===== config.mk =====
export PLATFORM = sky130hd
export DESIGN_NAME = hazard_fwd_unit
export DESIGN_NICKNAME = d
export VERILOG_FILES = /design/src/rtl/hazard_fwd_unit_pkg.sv /design/src/rtl/hfu_port_sel.sv /design/src/rtl/hazard_fwd_unit.sv
export SDC_FILE = /design/constraint.sdc
export NUM_CORES = 1
export LEC_CHECK = 0
export BUFFER_PORTS_ARGS = -buffer_cell sky130_fd_sc_hd__clkbuf_2
export CAP_MARGIN = 20
export CORE_ASPECT_RATIO = 0.75
export CORE_MARGIN = 2
export CORE_UTILIZATION = 30
export DETAILED_ROUTE_END_ITERATION = 10
export SYNTH_ARGS = -nofsm -noshare
export SYNTH_HDL_FRONTEND = slang
export SYNTH_SLANG_ARGS = --single-unit
export TNS_END_PERCENT = 10

===== constraint.sdc =====
create_clock -name clk -period 3.06 [get_ports clk]
set_input_delay 0.612 -clock clk [delete_from_list [all_inputs] [get_ports clk]]
set_output_delay 0.612 -clock clk [all_outputs]
set_load 0.01 [all_outputs]

===== src/rtl/hazard_fwd_unit_pkg.sv =====
// Shared definitions for the D-stage hazard/forwarding unit: field widths,
// stage index constants and the scoreboard entry layout.
package hazard_fwd_unit_pkg;

   // Register number, Tnew and Tuse field widths
   localparam int unsigned REG_W  = 5;
   localparam int unsigned TNEW_W = 2;
   localparam int unsigned TUSE_W = 2;

   // Stage indices of the default three-deep tracking window after D
   localparam int unsigned STG_E = 0;
   localparam int unsigned STG_M = 1;
   localparam int unsigned STG_W = 2;

   // One in-flight write: {valid, destination register, cycles until ready}
   typedef struct packed {
      logic              valid;
      logic [REG_W-1:0]  a3;
      logic [TNEW_W-1:0] tnew;
   } sb_entry_t;

   // Tnew counts down as the producer moves one stage older; it never wraps
   function automatic logic [TNEW_W-1:0] sat_dec(input logic [TNEW_W-1:0] t);
      return (t == '0) ? '0 : (t - TNEW_W'(1));
   endfunction

   // A pending write is relevant to a read port only for a real (non-$0) register
   function automatic logic entry_match(input sb_entry_t e, input logic [REG_W-1:0] ra);
      return e.valid && (e.a3 == ra) && (ra != '0);
   endfunction

endpackage


===== src/rtl/hfu_port_sel.sv =====
// Youngest-producer search for a single D-stage read port.
// Returns a one-hot stage select (all zero = use register-file data) and a
// per-port stall request.
module hfu_port_sel
   import hazard_fwd_unit_pkg::*;
#(
   parameter int unsigned NSTAGE = 3
)
(
   input  sb_entry_t [NSTAGE-1:0] sb,
   input  logic [REG_W-1:0]       rd_addr,
   input  logic [TUSE_W-1:0]      tuse,
   output logic [NSTAGE-1:0]      fwd_sel,
   output logic                   stall_r
);

   logic found;

   // Scan from E outward; only the first (youngest) match decides the outcome
   always_comb begin
      fwd_sel = '0;
      stall_r = 1'b0;
      found   = 1'b0;
      for (int k = 0; k < NSTAGE; k++) begin
         if (!found && entry_match(sb[k], rd_addr)) begin
            found = 1'b1;
            if (sb[k].tnew == '0) begin
               fwd_sel[k] = 1'b1;
            end else if (sb[k].tnew > tuse) begin
               stall_r = 1'b1;
            end
         end
      end
   end

endmodule


===== src/rtl/hazard_fwd_unit.sv =====
// D-stage hazard and forwarding unit for the pipelined MIPS core.
// Tracks in-flight GPR writes for NSTAGE stages after D, forwards the
// youngest ready producer to each D read port and stalls on Tuse/Tnew
// conflicts. Stall only inserts a bubble into E; E..W always advance.
// Optional feature: define MDU_EN to track the mult/div busy window.
module hazard_fwd_unit
   import hazard_fwd_unit_pkg::*;
#(
   parameter int unsigned DW      = 32,
   parameter int unsigned NSTAGE  = 3,
   parameter int unsigned NREAD   = 2,
   parameter int unsigned MUL_LAT = 5,
   parameter int unsigned DIV_LAT = 10
)
(
   input  logic                     clk,
   input  logic                     reset,
   input  logic [REG_W*NREAD-1:0]   rd_addr,
   input  logic [TUSE_W*NREAD-1:0]  tuse,
   input  logic [DW*NREAD-1:0]      rf_rd,
   input  logic                     wr_en_d,
   input  logic [REG_W-1:0]         a3_d,
   input  logic [TNEW_W-1:0]        tnew_d,
   input  logic [DW*NSTAGE-1:0]     stage_res,
   input  logic                     md_start,
   input  logic                     md_div,
   input  logic                     md_use_d,
   output logic [DW*NREAD-1:0]      fwd_data,
   output logic                     stall,
   output logic                     md_busy
);

   sb_entry_t [NSTAGE-1:0] sb_q;
   sb_entry_t [NSTAGE-1:0] sb_d;
   logic [NSTAGE-1:0]      fwd_sel [NREAD];
   logic [NREAD-1:0]       port_stall;
   logic                   md_stall;

   // One youngest-match search per read port
   for (genvar r = 0; r < NREAD; r++) begin : g_port
      hfu_port_sel #(
         .NSTAGE (NSTAGE)
      ) u_port_sel (
         .sb      (sb_q),
         .rd_addr (rd_addr[r*REG_W +: REG_W]),
         .tuse    (tuse[r*TUSE_W +: TUSE_W]),
         .fwd_sel (fwd_sel[r]),
         .stall_r (port_stall[r])
      );
   end

   // Operand mux: register-file data unless a ready producer was selected
   always_comb begin
      fwd_data = rf_rd;
      for (int r = 0; r < NREAD; r++) begin
         for (int k = 0; k < NSTAGE; k++) begin
            if (fwd_sel[r][k]) begin
               fwd_data[r*DW +: DW] = stage_res[k*DW +: DW];
            end
         end
      end
   end

   // Any port conflict or a HI/LO access during a mult/div freezes D
   always_comb begin
      stall = (|port_stall) | md_stall;
   end

   // Scoreboard shift: D enters E (or a bubble on stall), older entries age
   always_comb begin
      sb_d = sb_q;
      if (stall) begin
         sb_d[STG_E] = '0;
      end else begin
         sb_d[STG_E].valid = wr_en_d && (a3_d != '0);
         sb_d[STG_E].a3    = a3_d;
         sb_d[STG_E].tnew  = tnew_d;
      end
      for (int k = 1; k < NSTAGE; k++) begin
         sb_d[k]      = sb_q[k-1];
         sb_d[k].tnew = sat_dec(sb_q[k-1].tnew);
      end
   end

   // Scoreboard register; reset empties every stage
   always_ff @(posedge clk) begin
      if (reset) begin
         sb_q <= '0;
      end else begin
         sb_q <= sb_d;
      end
   end

`ifdef MDU_EN
   localparam int unsigned MD_MAX = (DIV_LAT > MUL_LAT) ? DIV_LAT : MUL_LAT;
   localparam int unsigned CNT_W  = $clog2(MD_MAX + 1);

   logic [CNT_W-1:0] md_cnt_q;
   logic [CNT_W-1:0] md_cnt_d;

   assign md_busy  = (md_cnt_q != '0);
   assign md_stall = md_use_d && md_busy;

   // Busy counter: loads on an issuing mult/div, counts down to idle
   always_comb begin
      md_cnt_d = md_cnt_q;
      if (md_start && !stall) begin
         md_cnt_d = md_div ? CNT_W'(DIV_LAT) : CNT_W'(MUL_LAT);
      end else if (md_busy) begin
         md_cnt_d = md_cnt_q - CNT_W'(1);
      end
   end

   // Busy counter register
   always_ff @(posedge clk) begin
      if (reset) begin
         md_cnt_q <= '0;
      end else begin
         md_cnt_q <= md_cnt_d;
      end
   end
`else
   // Without the multiply/divide unit the md_* inputs have no effect
   logic md_unused;
   assign md_unused = ^{md_start, md_div, md_use_d, MUL_LAT[0], DIV_LAT[0]};
   assign md_busy   = 1'b0;
   assign md_stall  = 1'b0;
`endif

endmodule


; After elaboration in Yosys (flattened, before gate mapping)
; Index checks and enable logic that the tools add are counted.
[op_classes]
add_sub_neg = 2
order_cmp = 6
eq_ne = 6
n_mux = 37
n_reduce_logical = 31
[op_table]
columns = operator, count
row1 = two-way mux 32 bit, 6
row2 = two-way mux 1 bit, 31
row3 = equality test 5 bit, 6
row4 = logical AND 1 bit, 17
row5 = nonzero test 5 bit, 3
row6 = > comparator 2 bit, 6
row7 = zero test 2 bit, 3
row8 = OR reduction 2 bit, 3
row9 = zero test 1 bit, 4
row10 = subtractor 2 x 1 -> 2 bit (second input constant), 2
row11 = OR reduction 3 bit, 1
[word_totals]
ff_bits = 24
in_bits = 187
output_inout_bits = 66
elab_cells = 91

; Longest topological paths before layout
[depth]
depth_word = 11
depth_mapped = 9
depth_no_buf = 8

; Modules after synthesis
; Synthesis repeated with hierarchy kept, for this count alone.
[unflattened]
hier_cells = 459
area_unflattened_um2 = 4230.3
[by_module_without_submodules]
columns = mod, n_inst, cells_each, area_per_inst_um2, seq_area_each_um2
row1 = hazard_fwd_unit, 1, 351, 3349.5, 480.5
row2 = hfu_port_sel, 2, 54, 440.4, 0.0

; Least setup slack after synthesis
; No wires, ideal clock.
[synth_path]
path_kind = input to output
from = input rd_addr[3]
to = output fwd_data[23]
t_arrival_ps = 2543
required_time_ps = 2448
setup_slack_ps = -95
path_stages = 8
path_buffers = 2
cell_sequence = or4_4 > o211ai_2 > nor3_2 > or4b_1 > buf_6 > buf_6 > and3_1 > o2bb2ai_1
[synth_between]
elab_chain_len = 11
elab_cells_between_ends = 22
classes_between = eq/ne (3) / mux (8) / reduce/logical (11)
[synth_rtl]
columns = item, line_no
row1 = from (decl), hazard_fwd_unit.sv:18  ; input logic [REG_W*NREAD-1:0] rd_addr,
row2 = equality test 5 bit, hazard_fwd_unit_pkg.sv:29  ; return e.valid && (e.a3 == ra) && (ra != '0);
row3 = logical AND 1 bit (2 in a row), hazard_fwd_unit_pkg.sv:29
row4 = two-way mux 1 bit, hfu_port_sel.sv:25  ; if (!found && entry_match(sb[k], rd_addr)) begin
row5 = zero test 1 bit, hfu_port_sel.sv:25
row6 = logical AND 1 bit, hfu_port_sel.sv:25
row7 = two-way mux 1 bit, hfu_port_sel.sv:25
row8 = zero test 1 bit, hfu_port_sel.sv:25
row9 = logical AND 1 bit, hfu_port_sel.sv:25
row10 = two-way mux 1 bit, hfu_port_sel.sv:25
row11 = two-way mux 32 bit *, hazard_fwd_unit.sv:57  ; if (fwd_sel[r][k]) begin
row12 = to (decl), hazard_fwd_unit.sv:28  ; output logic [DW*NREAD-1:0] fwd_data,
; Mark *: on every way between the ends. The rest lies on a longest branch, timed or not.

; Worst setup path after layout
[layout_path]
from = input rd_addr[3]
to = output fwd_data[19]
; The elaborated chain is that of the path after synthesis.

==> impl_metrics.tcl <==
set metrics [dict create \
    post-route-cell-area_um2 5564 \
    ys_seq_area_share_pct 13.81 \
    finalNetCount 1014 \
    antenna_found_initial 0 \
    final_util_pct 48.62 \
    post_drt_wl_per_cell_um 16.13 \
    yosys.area_share.simple_pct 40.49 \
    final_common_cell "clkbuf_2" \
    cts.clk_slew.worst_paths_ps 60 \
    slew_viol_final 0 \
    die_area_um2 12490 \
    worst_slack_ps -289.5 \
    cts_tree "built" \
    synthesis.nets 759 \
    vdd_ir_drop_max_mv 0.2343 \
    synth_edf_count 0 \
    slew_headroom_pct 56.10 \
    critPathLaunch "rd_addr[3]" \
    die_w_um 128.4 \
    period_share_pct 109.5 \
    dpl.cell_count 951 \
    synth_cells 558 \
    rsz0062_at_grt "yes" \
    drt-pass1-iter-count 5 \
    most-common-layout-cells "231 x clkbuf_2, 163 x nand2_1, 67 x o21ai_0" \
    vias 5151 \
    synth_warnings 0 \
    die_h_um 97.27 \
    clkPwrFrac_pct 31.0 \
    cp-start-kind "input pin" \
    coreArea_um2 11440 \
    worstPathRequired_ps 2450 \
    cts.sinks 24 \
    gp_congestion 0.9259 \
    max_freq_ghz 0.2986 \
    p_sw_mw 0.3517 \
    worst_hold_slack_ps 411.0 \
    violations "setup timing" \
    synth_adder_area_share_pct 5.034 \
    core.rowCount 34 \
    place_area_um2 5388 \
    start_util_pct 30.41 \
    netlist_area_um2 3480 \
    pin_count 253 \
    combPwrFrac_pct 40.2 \
    postRouteAntennaNets 0 \
    ys_ff_latch 24 \
    synth-xor-area-share_pct 7.551 \
    critPathKind "input pin to primary output" \
    pwr-share-seq_pct 28.8 \
    drive_gt1_share_pct 43.35 \
    drc_errors 0 \
    grt_pass1_wl_mm 24.33 \
    finalCriticalPeriod_ps 3350 \
    grt_pass1_vias 5099 \
    cts-buffers-inserted 3 \
    diodes 0 \
    cts_buffer_depth 2 \
    cellPowerDensity_nw_per_um2 214.1 \
    critPathArrivalTime_ps 2740 \
    insertion_delay_ps 260 \
    final_cells 956 \
    setup_violations 65 \
    worst-path-max-fanout 40 \
    timing.rr.start "sb_d[22]" \
    hold_viol 0 \
    h-tree-depth 1 \
    avgSynthCellArea_um2 6.236 \
    worst_pin_slew_ps 652.5 \
    end_kind "primary output" \
    swShare_pct 29.52 \
    status "finished, violations left" \
    synth_top_family_by_area "simple AND/OR/NAND/NOR gates" \
    synth_compound_area_share_pct 25.89 \
    ys_dominant_reg_cell "dfxtp_1" \
    io_buffers 248 \
    hp-start "sb_q[0]" \
    synthArstFlopShare_pct 0 \
    track_usage_pct 23.59 \
    drt_iter0_drc 301 \
    p_int_mw 0.8397 \
    power_leakage_nw 2.780 \
    wl_mm 15.42 \
    drv_cap 0 \
    worst_clock_skew_ps 3.516 \
    globalRouteOverflowTotal 0 \
    synthMuxAreaShare_pct 0 \
    area_growth_pct 59.91 \
    yosys.cell_types.count 38 \
    min_path_type "flop to flop" \
    viasPerCell 5.388 \
    dp_hpwl_mm 11.91 \
    cts_root_buf "clkbuf_16" \
    grt_start_max_net_pins 41 \
]
power by group through the flow:
stage          logic, mW  clock network [mW]  registers [mW]
6_report           0.479               0.370           0.343
5_1_grt            0.529               0.390           0.345
4_1_cts            0.478               0.378           0.343
3_5_place_dp       0.472                   0           0.350
3_3_place_gp       0.462                   0           0.349
2_1_floorplan      0.219                   0           0.346
flip-flops by register name, summed over array words and instances (netlist names):
register  cells
sb_d         12
sb_q         12
timing repair:
action                                  CTS  global route
hold buffers                              0             0
setup buffers                             0             1
pin swaps                                 2             4
endpoints found under the setup margin   65            65
gates resized for setup                  10            26
layer usage:
metal | track usage (%) | wire length, um
met1 | 31.18 | 6855
met2 | 41.24 | 7235
met3 | 2.643 | 1197
met4 | 4.903 | 131
met5 | 0 | 0
final timing paths:
kind	end	slack, ps	cells past startpoint
max	fwd_data[19]	-290	9
min	sb_q[8]	410	1
max reg2reg	sb_d[11]	930	8
min reg2reg	sb_q[8]	410	1
metrics by stage:
step,power [mW],setup TNS [ps],setup slack (ps)
after global routing,1.264,-19310,-389.4
final,1.191,-12720,-289.5
after global placement,0.8109,-20110,-471.2
after floorplan,0.5650,-1102,-54.28
after CTS,1.199,-12550,-298.1
after detailed placement,0.8214,-21640,-534.0
cells by family (layout without fill, tap and decap cells):
logic type                 count (synthesis)  count (layout)
DFF                                       24              24
and+or+nand+nor                          286             286
other                                      1               1
xor gates and xnor gates                  30              30
AOI/OAI and AO/OA                        147             147
buffers and inverters                     56             310
adders and majority gates                 14              14
final cells by class:
| class | count | area (um2) |
|---|---|---|
| fill | 1156 | 5879 |
| tap | 144 | 180.2 |
| multi-input combinational | 478 | 3068 |
| clock inverter | 1 | 30.03 |
| timing repair buffer | 295 | 1689 |
| inverter | 11 | 41.29 |
| clock buffer | 3 | 75.07 |
| sequential | 24 | 480.5 |
synthesized netlist by cell type, drive strengths merged, types with 2 or more instances:
master	instances	area, um2
nand4bb	2	22.52
a21oi	7	35.03
nor2b	15	93.84
dfxtp	24	480.5
nand3	6	30.03
or3	2	12.51
xor2	12	105.1
clkbuf	40	153.9
and3	65	406.6
inv	11	41.29
buf	5	52.55
or4	3	26.27
nand2	163	611.8
o221ai	2	17.52
nor2	4	15.01
nor4	4	25.02
or4b	2	20.02
o211ai	3	32.53
ha	14	175.2
o21ai	98	490.5
xnor2	18	157.7
a22oi	2	15.01
o2bb2ai	32	280.3
nor3	10	55.05
nor4b	8	76.32
worst max-delay path: stages:
cell,delay [ps]
clkbuf_2,90
or4_4,570
o211ai_4,200
nor3_2,80
or4b_4,530
buf_12,190
and3_1,170
o2bb2ai_2,140
buf_2,140
Note: power is estimated with default switching activity, not from simulation.
